## src/rtl/fp_alu_pkg.sv

```systemverilog
// Shared types for the floating-point ALU datapath helpers.
package fp_alu_pkg;

    // Operation select for the two's-complement unit; 2'b11 falls back to pass.
    typedef enum logic [1:0] {
        MODE_PASS = 2'b00,
        MODE_NEG  = 2'b01,
        MODE_ABS  = 2'b10
    } twos_mode_t;

    // Chunk-serial sequencer states.
    typedef enum logic [1:0] {
        IDLE = 2'b00,
        RUN  = 2'b01,
        DONE = 2'b10
    } twos_state_t;

endpackage

```

## src/rtl/twos_negate_seq_if.sv

```systemverilog
// Operand/result handshake bundle for twos_negate_seq.
interface twos_negate_seq_if #(
    parameter int unsigned WIDTH = 24
) ();
    logic             in_valid;
    logic             in_ready;
    logic [WIDTH-1:0] in_data;
    logic [1:0]       in_mode;
    logic             out_valid;
    logic             out_ready;
    logic [WIDTH-1:0] out_data;
    logic             out_ovf;
    logic             out_zero;

    // Producer/consumer side.
    modport master (
        output in_valid, in_data, in_mode, out_ready,
        input  in_ready, out_valid, out_data, out_ovf, out_zero
    );

    // Unit side.
    modport slave (
        input  in_valid, in_data, in_mode, out_ready,
        output in_ready, out_valid, out_data, out_ovf, out_zero
    );
endinterface

```

## src/rtl/twos_chunk_inc.sv

```systemverilog
// One chunk of the serial negator: optional invert, then add the incoming carry.
module twos_chunk_inc #(
    parameter int unsigned CHUNK = 4
) (
    input  logic [CHUNK-1:0] d,
    input  logic             inv,
    input  logic             cin,
    output logic [CHUNK-1:0] s,
    output logic             cout
);
    logic [CHUNK-1:0] x;

    // Conditional one's complement followed by a carry-in increment.
    always_comb begin
        x           = inv ? ~d : d;
        {cout, s}   = {1'b0, x} + {{CHUNK{1'b0}}, cin};
    end
endmodule

```

## src/rtl/twos_negate_seq.sv

```systemverilog
// Chunk-serial pass/negate/abs unit: one CHUNK-bit slice per cycle, carry held in a flop.
module twos_negate_seq
    import fp_alu_pkg::*;
#(
    parameter int unsigned WIDTH = 24,
    parameter int unsigned CHUNK = 4
) (
    input  logic             clk,
    input  logic             rst_n,
    twos_negate_seq_if.slave bus,
    output logic             busy
);
    localparam int unsigned NCHUNK = WIDTH / CHUNK;
    localparam int unsigned IDXW   = (NCHUNK > 1) ? $clog2(NCHUNK) : 1;
    localparam logic [IDXW-1:0] LAST = IDXW'(NCHUNK - 1);

    if (CHUNK < 1 || CHUNK > WIDTH || (WIDTH % CHUNK) != 0) begin : g_bad_params
        $error("twos_negate_seq: WIDTH must be a non-zero multiple of CHUNK");
    end

    twos_state_t                  state_q, state_d;
    logic [IDXW-1:0]              idx_q, idx_d;
    logic                         carry_q, carry_d;
    logic                         do_neg_q, do_neg_d;
    logic [NCHUNK-1:0][CHUNK-1:0] op_q, op_d;
    logic [NCHUNK-1:0][CHUNK-1:0] result_q, result_d;
    logic                         ovf_q, ovf_d;
    logic                         zero_q, zero_d;
    // Holds in_ready low until the first clock edge after reset release.
    logic                         ready_en_q;

    logic [CHUNK-1:0]             sum;
    logic                         cout;
    logic                         accept;
    logic [1:0]                   mode;

    twos_chunk_inc #(
        .CHUNK (CHUNK)
    ) u_inc (
        .d    (op_q[idx_q]),
        .inv  (do_neg_q),
        .cin  (carry_q),
        .s    (sum),
        .cout (cout)
    );

    // Handshake and status outputs decoded from registered state only (plus out_ready).
    always_comb begin
        bus.in_ready  = ready_en_q & ((state_q == IDLE) | ((state_q == DONE) & bus.out_ready));
        bus.out_valid = (state_q == DONE);
        bus.out_data  = result_q;
        bus.out_ovf   = ovf_q;
        bus.out_zero  = zero_q;
        busy          = (state_q != IDLE);
    end

    // Next-state: ripple one chunk per RUN cycle; an accept in IDLE or DONE reloads.
    always_comb begin
        state_d  = state_q;
        idx_d    = idx_q;
        carry_d  = carry_q;
        do_neg_d = do_neg_q;
        op_d     = op_q;
        result_d = result_q;
        ovf_d    = ovf_q;
        zero_d   = zero_q;
        mode     = bus.in_mode;
        accept   = bus.in_valid & bus.in_ready;

        unique case (state_q)
            IDLE: ;
            RUN: begin
                result_d[idx_q] = sum;
                carry_d         = cout;
                idx_d           = idx_q + 1'b1;
                if (idx_q == LAST) begin
                    state_d = DONE;
                    idx_d   = '0;
                    // Only 100..0 negates to itself with the sign still set.
                    ovf_d   = do_neg_q & op_q[NCHUNK-1][CHUNK-1] & result_d[NCHUNK-1][CHUNK-1];
                    zero_d  = (result_d == '0);
                end
            end
            DONE: begin
                if (bus.out_ready) begin
                    state_d = IDLE;
                end
            end
            default: state_d = IDLE;
        endcase

        if (accept) begin
            op_d     = bus.in_data;
            do_neg_d = (mode == MODE_NEG) | ((mode == MODE_ABS) & bus.in_data[WIDTH-1]);
            carry_d  = do_neg_d;
            idx_d    = '0;
            state_d  = RUN;
        end
    end

    // State, datapath and result registers; reset discards any partial result.
    always_ff @(posedge clk or negedge rst_n) begin
        if (!rst_n) begin
            state_q    <= IDLE;
            idx_q      <= '0;
            carry_q    <= 1'b0;
            do_neg_q   <= 1'b0;
            op_q       <= '0;
            result_q   <= '0;
            ovf_q      <= 1'b0;
            zero_q     <= 1'b0;
            ready_en_q <= 1'b0;
        end else begin
            state_q    <= state_d;
            idx_q      <= idx_d;
            carry_q    <= carry_d;
            do_neg_q   <= do_neg_d;
            op_q       <= op_d;
            result_q   <= result_d;
            ovf_q      <= ovf_d;
            zero_q     <= zero_d;
            ready_en_q <= 1'b1;
        end
    end
endmodule

```

## src/flat_wrapper.sv

```systemverilog
// flat-port wrapper written by rule: the top's interface ports become plain ports
module twos_negate_seq_flat import fp_alu_pkg::*;
#(
    parameter int unsigned WIDTH = 24,
    parameter int unsigned CHUNK = 4
)
  (clk, rst_n, busy, bus_in_valid, bus_in_data, bus_in_mode, bus_out_ready, bus_in_ready, bus_out_valid, bus_out_data, bus_out_ovf, bus_out_zero);
  twos_negate_seq_if #(.WIDTH(WIDTH)) bus_i ();
  input  logic clk;
  input  logic rst_n;
  output logic busy;
  input wire logic [$bits(bus_i.in_valid)-1:0] bus_in_valid;
  input wire logic [$bits(bus_i.in_data)-1:0] bus_in_data;
  input wire logic [$bits(bus_i.in_mode)-1:0] bus_in_mode;
  input wire logic [$bits(bus_i.out_ready)-1:0] bus_out_ready;
  output wire logic [$bits(bus_i.in_ready)-1:0] bus_in_ready;
  output wire logic [$bits(bus_i.out_valid)-1:0] bus_out_valid;
  output wire logic [$bits(bus_i.out_data)-1:0] bus_out_data;
  output wire logic [$bits(bus_i.out_ovf)-1:0] bus_out_ovf;
  output wire logic [$bits(bus_i.out_zero)-1:0] bus_out_zero;
  assign bus_i.in_valid = bus_in_valid;
  assign bus_i.in_data = bus_in_data;
  assign bus_i.in_mode = bus_in_mode;
  assign bus_i.out_ready = bus_out_ready;
  assign bus_in_ready = bus_i.in_ready;
  assign bus_out_valid = bus_i.out_valid;
  assign bus_out_data = bus_i.out_data;
  assign bus_out_ovf = bus_i.out_ovf;
  assign bus_out_zero = bus_i.out_zero;
  twos_negate_seq #(.WIDTH(WIDTH), .CHUNK(CHUNK)) u_core (.clk(clk), .rst_n(rst_n), .bus(bus_i), .busy(busy));
endmodule
```

## config.mk

```make
export PLATFORM = sky130hd
export DESIGN_NAME = twos_negate_seq_flat
export DESIGN_NICKNAME = d
export VERILOG_FILES = /design/src/rtl/fp_alu_pkg.sv /design/src/rtl/twos_negate_seq_if.sv /design/src/rtl/twos_chunk_inc.sv /design/src/rtl/twos_negate_seq.sv /design/src/flat_wrapper.sv
export SDC_FILE = /design/constraint.sdc
export NUM_CORES = 1
export LEC_CHECK = 0
export CORE_ASPECT_RATIO = 0.7
export CORE_MARGIN = 2
export CORE_UTILIZATION = 55
export CTS_CLUSTER_SIZE = 12
export DETAILED_ROUTE_END_ITERATION = 8
export PLACE_DENSITY = 0.94
export SYNTH_ARGS = -nofsm -noshare
export SYNTH_HDL_FRONTEND = slang
export SYNTH_SLANG_ARGS = --single-unit
```

## constraint.sdc

```tcl
create_clock -name clk -period 6.38 [get_ports clk]
set_clock_uncertainty 0.2 [all_clocks]
set_input_delay 1.276 -clock clk [delete_from_list [all_inputs] [get_ports clk]]
set_output_delay 1.276 -clock clk [all_outputs]
set_load 0.05 [all_outputs]
```

* Word level (Yosys, flattened, before mapping)
Cells that the tools add are included.
** Storage, ports and cells
- Register bits :: 58
- Bits in latches :: 0
- Memory bits (writable) :: 0
- Memory bits (read-only) :: 0
- Bits of input ports :: 30
- Output and inout port bits :: 29
- Logic and storage cells :: 62
- Memories :: 0
** Cells by class
- Add/sub/neg operators :: 2
- Multipliers :: 0
- Divide/modulo/power cells :: 0
- $lt $le $gt $ge :: 2
- Equality and inequality tests :: 8
- Shift-type cells :: 0
- Muxes and demuxes :: 15
- Bitwise gates (word level) :: 9
- Reductions and logical operators :: 7
** Operators by type and width (number)
- 24-bit bitwise mux :: 1
- 24-bit zero test :: 1
- 4-bit binary-select mux with 3-bit select :: 1
- 4-bit demux with 3-bit select :: 1
- 4-bit 2-to-1 mux :: 3
- 3-bit 2-to-1 mux :: 3
- 1-bit bitwise AND :: 6
- 2-bit 2-to-1 mux :: 3
- 2-bit case mux with 3 select lines :: 1
- 4-bit by 1-bit adder with 5-bit output :: 1
- 2-bit by 1-bit equality test with 1-bit output, second input constant :: 2
- 2-bit equality test, second input constant :: 2
- 3-bit by 4-bit less-than comparator with 1-bit output, second input constant :: 1
- 4-bit inverter :: 1
- 2-bit nonzero test :: 2
- 3-bit by 1-bit adder with 3-bit output, second input constant :: 1
- 3-bit equality test, second input constant :: 1
- 3-bit by 1-bit >= comparator with 1-bit output, second input constant :: 1
- 3-bit by 1-bit inequality test with 1-bit output, second input constant :: 1
- 3-bit by 2-bit inequality test with 1-bit output, second input constant :: 1
- 3-bit AND reduction :: 1
- 2-bit zero test :: 1
- 1-bit 2-to-1 mux :: 2
- 2-bit by 1-bit inequality test with 1-bit output, second input constant :: 1
- 3 further kinds :: 4

* Longest topological paths before layout
Gate-level depths: netlist (run 1).
- Word-level depth :: 7
- Depth in mapped cells :: 15
- Depth with buffers taken out :: 12

* By module
A second synthesis (run 1) with hierarchy kept.
** Unflattened totals
- Cell total of the unflattened synthesis :: 248
- Area, all modules :: 2925.3 µm²
** By module, submodules not included
- twos_negate_seq :: instances 1, cells an instance 229, area each 2773.9 µm², seq. area each 1451.4 µm²
- twos_chunk_inc :: instances 1, cells an instance 19, area each 151.4 µm², seq. area each 0.0 µm²

* Least setup slack after synthesis (run 1)
No wires, ideal clock.
- Path kind :: input to output
- From :: input port bus_out_ready
- To :: output port bus_in_ready
- Arrival time :: 2539 ps
- Data required time :: 4904 ps
- Slack :: 2365 ps
- Stages :: 2
- Buffers on the path :: 0
- Path through :: nor2b_1 nor3b_1
** Between the ends
- Longest elaborated chain between the ends :: 3
** RTL lines
- start, declared :: RTL line flat_wrapper.sv:15 : input wire logic [$bits(bus_i.out_ready)-1:0] bus_out_ready;
- 1-bit bitwise AND :: RTL line twos_negate_seq.sv:49 : bus.in_ready = ready_en_q & ((state_q == IDLE) | ((state_q == DONE) & bus.out_ready));
- 1-bit bitwise OR :: RTL line twos_negate_seq.sv:49
- 1-bit bitwise AND :: RTL line twos_negate_seq.sv:49
- end, declared :: RTL line flat_wrapper.sv:16 : output wire logic [$bits(bus_i.in_ready)-1:0] bus_in_ready;
No other way between the ends.

* Final worst setup path (run 1)
Ends and elaborated chain as after synthesis.

==> run_results.csv, run 1 <==
group,metric,value,unit
global_routing,grt_use_total,0.255,
route,wire_per_inst,16.3,µm
floorplanning,ios,59,
placed_design,port_buffers,58,
global_routing,grt_max_degree,59,
route,num_vias,2392,
finish,area_growth,28.6,%
cts,clock_path_buffers,2,
synth,ys_warn_count,0,
finish,fin_area,0.00366,mm²
power_and_ir_drop,ir_drop,387,µV
timing,rsz0062_at_grt,"false",
timing,fmax,0.221,GHz
cts,cts_buffers,9,
floorplanning,start_util,0.583,
critical_path,cpMostUsedCell,"clkdlybuf4s50_1",
route,first_iter_violations,240,
finish,nets,385,
synth,synth_edf_count,0,
timing,post-route-min-period,4.53,ns
power_and_ir_drop,power_switching_share,0.465,
placed_design,place_congestion,0.832,
power_and_ir_drop,power_density,620,mW/mm²
run,cap_viol_max_count,0,
critical_path,start_kind,"input port",
floorplanning,die_h,64.2,µm
synth,yosysTopAreaCell,"dfrtp_1",
critical_path,worstPathMaxFanout,3,
synth,synth_area_leaders,"dfrtp_1, nand2_1, mux2_2, mux2i_1, nor2_1",
global_routing,gr-total-overflow,0,
finish,nFillCells,365,
route,vias_per_cell,5.62,
cts,htreeDepth,3,
synth,synthArstFlopShare,1.00,
floorplanning,rows,21,
finish,drive_gt1_frac,0.126,
synth,netlist_area,0.00285,mm²
timing,fin_crit_sh,0.710,
route,first_pass_iters,5,
critical_path,cp.arrival,3.06,ns
finish,regArea,0.00145,mm²
critical_path,crit_path_cell_trace,"clkdlybuf4s50_1 -> nor2b_1 -> nor3b_1 -> clkdlybuf4s50_1",
power_and_ir_drop,p_switching,1.06,mW
cts,clkLatencyLatePin,0.34,ns
cts,root_buffer,"clkbuf_8",
power_and_ir_drop,seqPwrFrac,0.311,
route,drt-total-wl,6940,µm
critical_path,criticalPathCategory,"in2out",
cts,cts_tree,"built",
critical_path,worstPathRequired,4.90,ns
synth,syn_area_per_cell,9.62,µm²
synth,syn-num-nets,328,
timing,setup_viol,0,
synth,ys_ff_latch,58,
floorplanning,design.core.area,0.00489,mm²
finish,final_util,0.749,
synth,ys_seq_area_frac,0.510,
power_and_ir_drop,p_int,1.21,mW
timing,slew_violations,0,
power_and_ir_drop,pwr-share-comb,0.535,
timing,hold_ws,0.276,ns
global_routing,grt_pass1_vias,2339,
route,remaining_drc_errors,0,
cts,cts.sinks,58,
global_routing,grt_pass1_wl,11400,µm
synth,synth_top_area_share,0.510,
finish,multi_input_area,0.00132,mm²
cts,clkTransAtPathRegs,0.06,ns
timing,fin_setup_tns,0,ns
critical_path,critPathBufInv,2,
floorplanning,die_w,90.0,µm
critical_path,crit_family,"buffers and inverters",
critical_path,end_kind,"primary output",
global_routing,antenna_found_initial,0,
timing,tightest_slew,0.966,ns
synth,synth_flop_cell,"dfrtp_1",
cts,postCtsHoldBufs,0,
power_and_ir_drop,p_leak,1.69,nW
placed_design,post_dp_cell_area,0.00346,mm²
run_status,outcome,"finished, final reports clean",
route,ant_nets,0,
timing,hold_viol_final,0,
hold_path,hold_path_class,"reg2reg",
finish,antenna_cells,0,
synth,ys_types,51,
cts,cts_resized,0,
synth,syn-instance-count,296,
timing,relSlewSlack,0.350,
power_and_ir_drop,pwr-share-clk,0.155,
placed_design,hpwl,4780,µm
critical_path,cpPeakStageDelay,0.88,ns
cts,cts_setup_buffers,0,
floorplanning,die_area,0.00578,mm²
critical_path,cpMaxStageDelayCell,"clkdlybuf4s50_1",
stage by stage:
stage          total power, mW  worst slack (ns)  std cells
2_1_floorplan             1.53              2.36        296
3_3_place_gp              1.85              2.00        411
3_5_place_dp              1.90              1.84        411
4_1_cts                   2.26              1.82        426
5_1_grt                   2.40              1.82        426
6_report                  2.27              1.85        426
worst paths after layout:
check	depth (start not counted)	start	slack, ns	endpoint
worst max-delay path	4	bus_out_ready	1.85	bus_in_ready
worst min-delay path	2	u_core.op_q[1]	0.28	u_core.op_q[1]
worst max register to register	11	u_core.idx_q[0]	2.86	u_core.bus.out_zero
worst min register to register	2	u_core.op_q[1]	0.28	u_core.op_q[1]
max in group asynchronous	2	rst_n	4.63	u_core.bus.out_data[4]
min in group asynchronous	2	rst_n	0.87	u_core.op_q[14]
placed cells by master, fill, tap and decap left out, types with 2 or more instances in the layout:
cell type | synthesis | routed
xnor2_2 | 2 | 2
mux2_1 | 2 | 2
or2_2 | 2 | 2
clkdlybuf4s50_1 | 0 | 57
nor3_1 | 6 | 6
nand3b_1 | 2 | 2
nor2_1 | 14 | 14
ha_1 | 2 | 2
xnor2_1 | 4 | 4
buf_4 | 0 | 2
nor4b_1 | 2 | 2
nor2b_1 | 4 | 4
nor3b_1 | 2 | 2
dfrtp_1 | 58 | 58
a31oi_1 | 4 | 4
o31ai_1 | 3 | 3
mux2i_1 | 7 | 7
mux2_2 | 16 | 16
and2_1 | 3 | 3
nand2_1 | 93 | 93
a211oi_1 | 3 | 3
nand2b_1 | 4 | 4
a21oi_1 | 10 | 10
inv_1 | 4 | 4
o21ai_0 | 9 | 9
nand3_1 | 2 | 2
clkbuf_8 | 0 | 12
and3_1 | 3 | 3
layer usage:
metal / track usage / vias to the layer above / share of wire
met5: 0 / - / 0
met4: 0.0788 / 0 / 0.017
met3: 0.0908 / 13 / 0.091
met2: 0.398 / 126 / 0.46
met1: 0.337 / 1143 / 0.43
li1: - / 1110 / -
state kept, by name (all words and copies together), names as in the netlist:
name,cells
u_core.bus.out_data,24
u_core.bus.out_zero,1
u_core.carry_q,1
u_core.op_q,24
u_core.bus.out_ovf,1
u_core.state_q,2
u_core.idx_q,3
u_core.ready_en_q,1
u_core.do_neg_q,1
cells by family after synthesis:
group / share of synthesized area
other cells: 0.00132
buf+inv: 0.0286
mux: 0.101
compound gates: 0.0980
simple gates: 0.226
xor+xnor: 0.0268
fa+ha+maj: 0.00879
flops: 0.510
power by group through the flow:
stage               registers [mW]  clock network [mW]  logic (mW)
finish                       0.705               0.351        1.21
global route                 0.727               0.373        1.30
CTS                          0.701               0.354        1.21
detailed placement           0.704                   0        1.20
global placement             0.693                   0        1.16
floorplan                    0.908                   0       0.626
area by class of cell:
class | instances | area share
flip-flops and latches | 58 | 0.396
multi-input cells | 220 | 0.359
repair buffers | 60 | 0.161
clock buffers | 13 | 0.0461
well taps | 69 | 0.0236
clock inverters | 2 | 0.00957
inverters | 4 | 0.00410
synth_stat cells, types with 2 or more instances:
master,n
ha_1,2
and2_1,3
o31ai_1,3
or2_2,2
nand3_1,2
nand2b_1,4
nand3b_1,2
xnor2_1,4
o21ai_0,9
xnor2_2,2
nor4b_1,2
a31oi_1,4
nand2_1,93
nor3b_1,2
a211oi_1,3
inv_1,4
buf_2,4
dfrtp_1,58
mux2_2,16
clkbuf_1,7
mux2i_1,7
a21oi_1,10
nor3_1,6
mux2_1,2
nor2_1,14
nor2b_1,4
and3_1,3
worst min-delay path, delay by kind of cell (launching register included):
family / cells / cell delay (ns)
flip-flops: 1 / 0.34
AND/OR/NAND/NOR: 2 / 0.10
Power figures use the tool's default switching activity.
==> run 2: changes to the inputs <==
--- a/config.mk
+++ b/config.mk
@@ -7,10 +7,10 @@
 export LEC_CHECK = 0
 export CORE_ASPECT_RATIO = 0.7
 export CORE_MARGIN = 2
-export CORE_UTILIZATION = 55
+export CORE_UTILIZATION = 51
 export CTS_CLUSTER_SIZE = 12
 export DETAILED_ROUTE_END_ITERATION = 8
-export PLACE_DENSITY = 0.94
+export PLACE_DENSITY = 0.89
 export SYNTH_ARGS = -nofsm -noshare
 export SYNTH_HDL_FRONTEND = slang
 export SYNTH_SLANG_ARGS = --single-unit
==> constraint.sdc (replaced) <==
create_clock -name clk -period 4.6 [get_ports clk]
set_clock_uncertainty 0.2 [all_clocks]
set_input_delay 0.92 -clock clk [delete_from_list [all_inputs] [get_ports clk]]
set_output_delay 0.92 -clock clk [all_outputs]
set_load 0.05 [all_outputs]
==> run 2 against run 1 <==
  * Non-clock buffer count increased by 1
  * Combinational power increased by 37%
  * Total power increased by 37%
  * Critical path depth unchanged
  * Critical endpoint unchanged
  * Largest cell class unchanged
==> run_results.csv, run 2 (synthesized netlist as in run 1, its figures left out) <==
group,metric,value,unit
run_status,outcome,"finished, final reports clean",
finish,final_cell_mix,"nand2_1, dfrtp_1, clkdlybuf4s50_1",
global_routing,gr-total-overflow,0,
power_and_ir_drop,p_int,1.68,mW
timing,setup_viol,0,
critical_path,cpMaxStageDelayCell,"clkdlybuf4s50_1",
placed_design,placedCellCount,415,
floorplanning,rows,22,
global_routing,grt_pass1_wl,11200,µm
route,drt-total-wl,6560,µm
timing,slew_violations,0,
cts,clkLatencyLatePin,0.34,ns
cts,cts_tree,"built",
cts,htreeDepth,3,
timing,rsz0062_at_grt,"false",
power_and_ir_drop,power_density,848,mW/mm²
hold_path,holdPathEnd,"u_core.op_q[6]",
critical_path,reg2reg_depth,13,
global_routing,grt_pass1_vias,2309,
critical_path,rr_startpoint,"u_core.idx_q[0]",
placed_design,hpwl,4640,µm
finish,regArea,0.00145,mm²
global_routing,grt_use_total,0.239,
critical_path,criticalPathCategory,"in2out",
power_and_ir_drop,power_switching_share,0.460,
floorplanning,design.core.area,0.00531,mm²
finish,nets,386,
route,num_vias,2305,
global_routing,antenna_found_initial,0,
cts,clkTransAtPathRegs,0.06,ns
route,vias_per_cell,5.36,
critical_path,r2r_setup_slack,1.15,ns
placed_design,post_dp_cell_area,0.00347,mm²
timing,relSlewSlack,0.317,
route,first_iter_violations,211,
critical_path,end_kind,"primary output",
cts,clock_path_buffers,2,
run,cap_viol_max_count,0,
placed_design,port_buffers,58,
timing,post-route-min-period,3.77,ns
critical_path,cpMostUsedCell,"clkdlybuf4s50_1",
floorplanning,ios,59,
global_routing,grt_max_degree,59,
route,first_pass_iters,5,
cts,cts_buffers,9,
timing,fmax,0.265,GHz
finish,final_cells,430,
placed_design,dp_slack,0.850,ns
timing,setup_slack,0.829,ns
critical_path,critPathBufInv,2,
finish,antenna_cells,0,
critical_path,start_kind,"input port",
critical_path,r2r-end,"u_core.bus.out_zero",
finish,area_growth,29.0,%
route,remaining_drc_errors,0,
power_and_ir_drop,p_switching,1.43,mW
cts,cts_resized,0,
critical_path,crit_family,"buffers and inverters",
cts,cts_setup_buffers,0,
floorplanning,start_util,0.536,
cts,root_buffer,"clkbuf_8",
cts,cts.sinks,58,
timing,fin_setup_tns,0,ns
power_and_ir_drop,seqPwrFrac,0.314,
floorplanning,die_h,66.5,µm
hold_path,hp-start,"u_core.op_q[6]",
finish,multi_input_area,0.00132,mm²
power_and_ir_drop,ir_drop,428,µV
route,ant_nets,0,
cts,postCtsHoldBufs,0,
finish,drive_gt1_frac,0.128,
critical_path,cp.arrival,2.65,ns
critical_path,crit_path_cell_trace,"clkdlybuf4s50_1 -> nor2b_1 -> nor3b_1 -> clkdlybuf4s50_1",
floorplanning,die_area,0.00621,mm²
finish,fin_area,0.00367,mm²
critical_path,worstPathMaxFanout,3,
power_and_ir_drop,pwr-share-clk,0.154,
floorplanning,die_w,93.3,µm
critical_path,worstPathRequired,3.48,ns
route,wire_per_inst,15.3,µm
finish,layout_commonest_cell,"nand2_1",
power_and_ir_drop,pwr-share-comb,0.532,
finish,nFillCells,405,
critical_path,cpPeakStageDelay,0.87,ns
power_and_ir_drop,p_leak,1.69,nW
timing,hold_viol_final,0,
placed_design,place_congestion,0.855,
hold_path,hold_path_class,"reg2reg",
timing,fin_crit_sh,0.820,
timing,tightest_slew,1.01,ns
hold_path,hold_depth,2,
run 2: worst reg2reg max path: cells and delay by family (launching register included):
kind                       cells  cell delay [ns]
buffers and inverters          1             0.34
DFF                            1             0.64
muxes                          1             0.22
AOI/OAI and AO/OA              4             0.64
xor gates and xnor gates       1             0.18
adders and majority gates      2             0.62
and+or+nand+nor                4             0.53
run 2: how the worst max path moves through the flow:
stage                          startpoint                  end  slack, ns  depth (start not counted)
after floorplan             bus_out_ready      u_core.idx_q[0]       1.22                          6
after global placement      bus_out_ready         bus_in_ready       0.93                          4
after detailed placement    bus_out_ready         bus_in_ready       0.85                          4
after CTS                   bus_out_ready         bus_in_ready       0.84                          4
after global routing      u_core.idx_q[0]  u_core.bus.out_zero       0.76                         13
final                       bus_out_ready         bus_in_ready       0.83                          4
run 2: through the flow:
stage | power (mW) | hold WS (ns) | utilization
global route | 3.32 | 0.296 | 0.691
CTS | 3.13 | 0.278 | 0.691
global placement | 2.56 | 0.257 | 0.653
floorplan | 2.13 | 0.237 | -
finish | 3.12 | 0.275 | 0.691
detailed placement | 2.63 | 0.258 | 0.653
run 2: area by class of cell:
class                      count  share of cell area
clock inverter                 2             0.00954
clock buffer                  13              0.0460
inverter                       4             0.00409
tap                           72              0.0245
multi-input combinational    220               0.358
timing repair buffer          61               0.163
sequential                    58               0.395
run 2: per-layer routing:
layer	up-vias	wire [µm]	track usage
li1	1125	-	-
met3	9	535	0.0905
met1	1082	3000	0.316
met4	0	83	0.0717
met5	-	0	0
met2	89	2940	0.371
run 2: power groups by stage:
| stage | clock, mW | sequential (mW) | combinational, mW |
|---|---|---|---|
| floorplan | 0 | 1.26 | 0.869 |
| global placement | 0 | 0.968 | 1.59 |
| detailed placement | 0 | 0.981 | 1.65 |
| CTS | 0.491 | 0.976 | 1.66 |
| global route | 0.514 | 1.02 | 1.79 |
| finish | 0.480 | 0.980 | 1.66 |
